`config.mk`:
```
export PLATFORM = sky130hd
export DESIGN_NAME = traffic_phase_scheduler
export DESIGN_NICKNAME = d
export VERILOG_FILES = /design/src/rtl/tl_pkg.sv /design/src/rtl/phase_timer.sv /design/src/rtl/traffic_phase_scheduler.sv
export SDC_FILE = /design/constraint.sdc
export NUM_CORES = 1
export LEC_CHECK = 0
export CORE_MARGIN = 1.5
export CORE_UTILIZATION = 48
export DETAILED_ROUTE_END_ITERATION = 8
export HOLD_SLACK_MARGIN = 0.05
export PLACE_DENSITY = 0.77
export SLEW_MARGIN = 20
export SYNTH_ARGS = -nofsm -noshare
export SYNTH_HDL_FRONTEND = slang
export SYNTH_HIERARCHICAL = 1
export SYNTH_SLANG_ARGS = --single-unit
```
`constraint.sdc`:
```
create_clock -name clk -period 2.54 [get_ports clk]
set_input_delay 0.762 -clock clk [delete_from_list [all_inputs] [get_ports clk]]
set_output_delay 0.762 -clock clk [all_outputs]
set_load 0.05 [all_outputs]
```
`src/rtl/tl_pkg.sv`:
```
// Shared types and constants for the traffic phase scheduler.
package tl_pkg;

  localparam int CNT_W = 7;

  typedef logic [CNT_W-1:0] cnt_t;

  localparam cnt_t CNT_MAX = 7'd127;

  localparam logic [2:0] LAMP_RED    = 3'b100;
  localparam logic [2:0] LAMP_YELLOW = 3'b010;
  localparam logic [2:0] LAMP_GREEN  = 3'b001;

  typedef enum logic [2:0] {
    AR_TO_NS  = 3'd0,
    NS_GREEN  = 3'd1,
    NS_YELLOW = 3'd2,
    AR_TO_EW  = 3'd3,
    EW_GREEN  = 3'd4,
    EW_YELLOW = 3'd5,
    PED_WALK  = 3'd6
  } state_t;

endpackage

```
`src/rtl/phase_timer.sv`:
```
// Elapsed-cycle counter for the current phase: restart to 0, count up, hold at 127.
module phase_timer
  import tl_pkg::*;
(
  input  logic clk,
  input  logic rst_n,
  input  logic restart_i,
  output cnt_t count_o
);

  cnt_t count_q, count_d;

  always_comb begin
    count_d = count_q;
    if (restart_i) begin
      count_d = '0;
    end else if (count_q != CNT_MAX) begin
      count_d = count_q + 1'b1;
    end
  end

  always_ff @(posedge clk or negedge rst_n) begin
    if (!rst_n) begin
      count_q <= '0;
    end else begin
      count_q <= count_d;
    end
  end

  assign count_o = count_q;

endmodule

```
`src/rtl/traffic_phase_scheduler.sv`:
```
// Two-approach traffic light sequencer with sticky vehicle requests.
// Define TL_PED_EN to build in the pedestrian walk phase.
//
// state     | meaning
// AR_TO_NS  | all-red clearance before north-south green
// NS_GREEN  | north-south green, holds until east-west (or walk) demand
// NS_YELLOW | north-south yellow
// AR_TO_EW  | all-red clearance before east-west green
// EW_GREEN  | east-west green, holds until north-south (or walk) demand
// EW_YELLOW | east-west yellow
// PED_WALK  | all-red with walk lamp (TL_PED_EN only)
module traffic_phase_scheduler
  import tl_pkg::*;
#(
  parameter int MIN_GREEN = 20,
  parameter int MAX_GREEN = 60,
  parameter int YELLOW_T  = 5,
  parameter int ALLRED_T  = 2,
  parameter int PED_T     = 15
) (
  input  logic       clk,
  input  logic       rst_n,
  input  logic       ns_sensor,
  input  logic       ew_sensor,
  input  logic       ped_req,
  output logic [2:0] NS,
  output logic [2:0] EW,
  output logic       walk,
  output logic [6:0] count,
  output logic       SW
);

  if (MIN_GREEN < 1 || MIN_GREEN > 127 || MAX_GREEN < 1 || MAX_GREEN > 127 ||
      YELLOW_T < 1 || YELLOW_T > 127 || ALLRED_T < 1 || ALLRED_T > 127 ||
      PED_T < 1 || PED_T > 127 || MIN_GREEN > MAX_GREEN) begin : g_param_err
    $error("traffic_phase_scheduler: timing parameter out of range");
  end

  localparam cnt_t MIN_CNT = cnt_t'(MIN_GREEN - 1);
  localparam cnt_t MAX_CNT = cnt_t'(MAX_GREEN - 1);
  localparam cnt_t YEL_CNT = cnt_t'(YELLOW_T - 1);
  localparam cnt_t AR_CNT  = cnt_t'(ALLRED_T - 1);
  localparam cnt_t PED_CNT = cnt_t'(PED_T - 1);

  state_t state_q, state_d;
  logic   started_q;
  logic   sw_q, sw_d;
  logic   ns_pend_q, ns_pend_d;
  logic   ew_pend_q, ew_pend_d;
  logic   ns_eff, ew_eff, ped_eff;
  logic   walk_to_ns;
  logic   green_done;
  cnt_t   cnt;

  phase_timer u_timer (
    .clk       (clk),
    .rst_n     (rst_n),
    .restart_i (sw_d),
    .count_o   (cnt)
  );

  assign count = cnt;

  // A request arriving this cycle counts immediately; the flag keeps it for later.
  assign ns_eff = ns_pend_q | ns_sensor;
  assign ew_eff = ew_pend_q | ew_sensor;

  assign green_done = (cnt >= MIN_CNT) || (cnt >= MAX_CNT);

`ifdef TL_PED_EN
  logic ped_pend_q, ped_pend_d;
  logic walk_to_ns_q;

  assign ped_eff    = ped_pend_q | ped_req;
  assign ped_pend_d = ped_eff & ~(state_d == PED_WALK && state_q != PED_WALK);
  assign walk_to_ns = walk_to_ns_q;
  assign walk       = (state_q == PED_WALK);

  always_ff @(posedge clk or negedge rst_n) begin
    if (!rst_n) begin
      ped_pend_q   <= 1'b0;
      walk_to_ns_q <= 1'b0;
    end else begin
      ped_pend_q <= ped_pend_d;
      if (state_d == PED_WALK && state_q != PED_WALK) begin
        walk_to_ns_q <= (state_q == EW_YELLOW);
      end
    end
  end
`else
  logic ped_unused;

  assign ped_unused = ped_req;
  assign ped_eff    = 1'b0;
  assign walk_to_ns = 1'b0;
  assign walk       = 1'b0;
`endif

  always_comb begin
    state_d = state_q;
    case (state_q)
      AR_TO_NS:  if (started_q && cnt >= AR_CNT) state_d = NS_GREEN;
      NS_GREEN:  if ((ew_eff || ped_eff) && green_done) state_d = NS_YELLOW;
      NS_YELLOW: if (cnt >= YEL_CNT) state_d = ped_eff ? PED_WALK : AR_TO_EW;
      AR_TO_EW:  if (cnt >= AR_CNT) state_d = EW_GREEN;
      EW_GREEN:  if ((ns_eff || ped_eff) && green_done) state_d = EW_YELLOW;
      EW_YELLOW: if (cnt >= YEL_CNT) state_d = ped_eff ? PED_WALK : AR_TO_NS;
      PED_WALK:  if (cnt >= PED_CNT) state_d = walk_to_ns ? AR_TO_NS : AR_TO_EW;
      default:   state_d = AR_TO_NS;
    endcase
  end

  // The first edge after reset release is treated as entry into AR_TO_NS.
  assign sw_d      = (state_d != state_q) || !started_q;
  assign ns_pend_d = ns_eff & ~(state_d == NS_GREEN && state_q != NS_GREEN);
  assign ew_pend_d = ew_eff & ~(state_d == EW_GREEN && state_q != EW_GREEN);

  always_ff @(posedge clk or negedge rst_n) begin
    if (!rst_n) begin
      state_q   <= AR_TO_NS;
      started_q <= 1'b0;
      sw_q      <= 1'b0;
      ns_pend_q <= 1'b0;
      ew_pend_q <= 1'b0;
    end else begin
      state_q   <= state_d;
      started_q <= 1'b1;
      sw_q      <= sw_d;
      ns_pend_q <= ns_pend_d;
      ew_pend_q <= ew_pend_d;
    end
  end

  assign SW = sw_q;

  always_comb begin
    NS = LAMP_RED;
    EW = LAMP_RED;
    case (state_q)
      NS_GREEN:  NS = LAMP_GREEN;
      NS_YELLOW: NS = LAMP_YELLOW;
      EW_GREEN:  EW = LAMP_GREEN;
      EW_YELLOW: EW = LAMP_YELLOW;
      default:   ;
    endcase
  end

endmodule

```
==> impl_results.md <==
* Status: complete, no violations
* Die ar. at 0.00206 sq mm
* Clock root buffer: clkbuf_4
* Layout cell share with drive strength beyond 1 at 23.9%
* Largest net degree at the start of global routing at 15
* ANT nets after route at 0
* Worst-path clk slew at 0.08 ns
* Setup violations, final at 0
* Critical path launch point type: register
* Max Slew Vio Count at 0
* Cts hold-fix bufs at 0
* Cts repair resizes at 0
* CTS tree: yes
* Pint at 0.000388 W
* Antenna cells at 0
* Comb pwr share at 28.4%
* Grt ovf at 0
* Met3 wire len at 52 um
* Netlist cell types at 44
* Clk pwr share at 27.6%
* DR iter-0 viols at 15
* Final Cycle Share at 95.3%
* Vias in the first global route at 671
* Vias per cell at 5.54
* I/O Buffers at 17
* Final Hold Viols at 0
* Synthesized flop and latch total at 14
* Least-Margin Pin Slew at 0.648 ns
* Syn Inst Count at 90
* Clock tree buffer depth at 2
* Placer Congestion at 0.768
* Primary FF master, synth: dfrtp_1
* Wire per inst at 13.3 um
* Reg area at 350 sq um
* RSZ-0062 raised after global routing: no
* Pwr Density at 514 mW/mm^2
* WHS at 0.602 ns
* Routed WL at 1840 um
* Hpwl dp at 1360 um
* Setup Buffers After CTS at 0
* TritonCTS Sinks at 14
* Setup total negative slack at 0 ns
* Crit Path Max Fanout at 9
* Tmin final at 2.42 ns
* Max layer used: met4
* Via count at 764
* Max stage delay on crit path at 0.86 ns
* I/O pin count at 20
* Layout area overhead at 29.4%
* Max Clock Skew at 0.00192 ns
* Worst-path cell chain: clkdlybuf4s50_1
* M1 WL at 878 um
* Yosys warnings at 6
* Fill cell count at 160
* Max_slew headroom at 56.6%
* Critical Path AT at 1.66 ns
* Syn Area/Cell at 9.61 sq um
* Global-route wire length before repair at 2930 um
* Worst Hold Class: reg2reg
* WS Path Type: reg2out
* Core ar. at 0.00171 sq mm
* Largest delay share family, worst path: buffers and inverters
* Sequential Power Share at 44.0%
* Worst vdd ir at 0.398 mV
* FMAX at 413 MHz
* Most frequent cells in the layout: dfrtp_1, clkdlybuf4s50_1, buf_4
* Share of synthesized flip-flops with an asynchronous set or reset at 100%
* CP Data Required Time at 1.78 ns
* H-tree Lvls at 1
* Rows at 15
* NetSw at 0.000186 W
* CP endpoint kind: primary output
* DRT Pass-1 Iters at 4
* Multi-input gate area at 477 sq um
* GR Util All Layers at 19.9%
* Leakage at 0.514 nW
* Synthesized Nets at 96
* Clock Latency Late Sink at 0.27 ns
* Nets at 120
* Die X at 45.4 um
* CP max-delay cell: clkdlybuf4s50_1
* Switching part of the total at 32.4%
* Die Y at 45.4 um
* Max cap viols at 0
* Synthesized cell area at 865 sq um
* CTS buffer count at 3
* Crit path buffers/inverters at 1
* DRC at 0
* Initial Util at 50.6%
* Post-synth EDFFs at 0
* Wire length on met2 at 896 um
* Initial antenna violation count at 0
* Commonest non-fill, non-tap cell in the layout: dfrtp_1
* Sequential area share after synthesis at 40.5%
## registers in the layout, indices dropped and copies added, names as in the netlist
name,flops
u_timer/count_o,7
state_q,3
SW,1
ew_pend_q,1
ns_pend_q,1
started_q,1
## routing by layer
layer  up-vias  global-route usage (%)
met5         -                       0
met4         0                    7.06
met3         2                    3.57
met2        12                    29.9
met1       369                    28.7
li1        381                       -
## cells in the mapped netlist (2+ instances only)
library cell / n / share of area (%)
a311oi_1: 2 / 2.0
a211o_1: 2 / 2.0
o211a_1: 3 / 3.5
nor2_1: 10 / 4.3
and2_1: 3 / 2.2
inv_1: 3 / 1.3
o21ai_0: 2 / 1.2
dfrtp_1: 14 / 41
nor3_1: 2 / 1.2
or3_1: 2 / 1.4
nand2_1: 5 / 2.2
a21oi_1: 5 / 2.9
a21boi_0: 2 / 1.7
buf_4: 2 / 1.7
a211oi_1: 2 / 1.7
conb_1: 2 / 0.87
o22ai_1: 2 / 1.4
## worst reg2reg max path, delay by kind of cell, from the launching register on
kind            cells  cell delay, ns
compound gates      2            0.28
buf+inv             1            0.13
flops               1            0.47
mux                 1            0.14
simple gates        3            1.15
## final timing paths
kind / startpoint / endpoint / slack, ns / cells past startpoint
max: u_timer/count_o[4] / count[4] / 0.12 / 1
min: ew_pend_q / ew_pend_q / 0.60 / 2
max reg2reg: u_timer/count_o[1] / u_timer/count_o[1] / 0.28 / 7
min reg2reg: ew_pend_q / ew_pend_q / 0.60 / 2
max in group asynchronous: rst_n / u_timer/count_o[3] / 1.25 / 1
min in group asynchronous: rst_n / ns_pend_q / 0.88 / 1
## logic make-up after synthesis
kind of cell | count (synthesis) | synth area share (%)
AO/OA/AOI/OAI | 30 | 26.6
adder cells (fa/ha/maj) | 1 | 1.45
buffers and inverters | 7 | 5.35
flip-flops | 14 | 40.5
multiplexers | 1 | 1.16
other | 2 | 0.869
AND/OR/NAND/NOR | 35 | 24.0
## through the flow
| stage | std cells | util [%] | setup slack, ns | total power [W] | instance area, sq um |
|---|---|---|---|---|---|
| floorplan | 90 | - | 0.0739 | 0.000374 | 870 |
| global placement | 134 | 63.2 | -0.113 | 0.000418 | 1080 |
| detailed placement | 134 | 63.2 | -0.130 | 0.000420 | 1080 |
| CTS | 138 | 65.3 | 0.104 | 0.000579 | 1110 |
| global route | 138 | 65.5 | 0.0308 | 0.000606 | 1120 |
| finish | 138 | 65.5 | 0.120 | 0.000574 | 1120 |
## cell type report
class                   count  share of cell area (%)
clock buffers               4                    3.24
inverters                   3                    1.01
repair buffers             23                    19.0
multi-input cells          69                    42.6
flip-flops and latches     14                    31.3
well taps                  25                    2.80
## power by group through the flow
stage | combinational [W] | clock [W] | sequential, W
finish | 0.000163 | 0.000159 | 0.000253
global route | 0.000174 | 0.000175 | 0.000256
CTS | 0.000163 | 0.000163 | 0.000253
detailed placement | 0.000162 | 0 | 0.000257
global placement | 0.000161 | 0 | 0.000257
floorplan | 0.0000999 | 0 | 0.000274
Note: power is estimated with default switching activity, not from simulation.
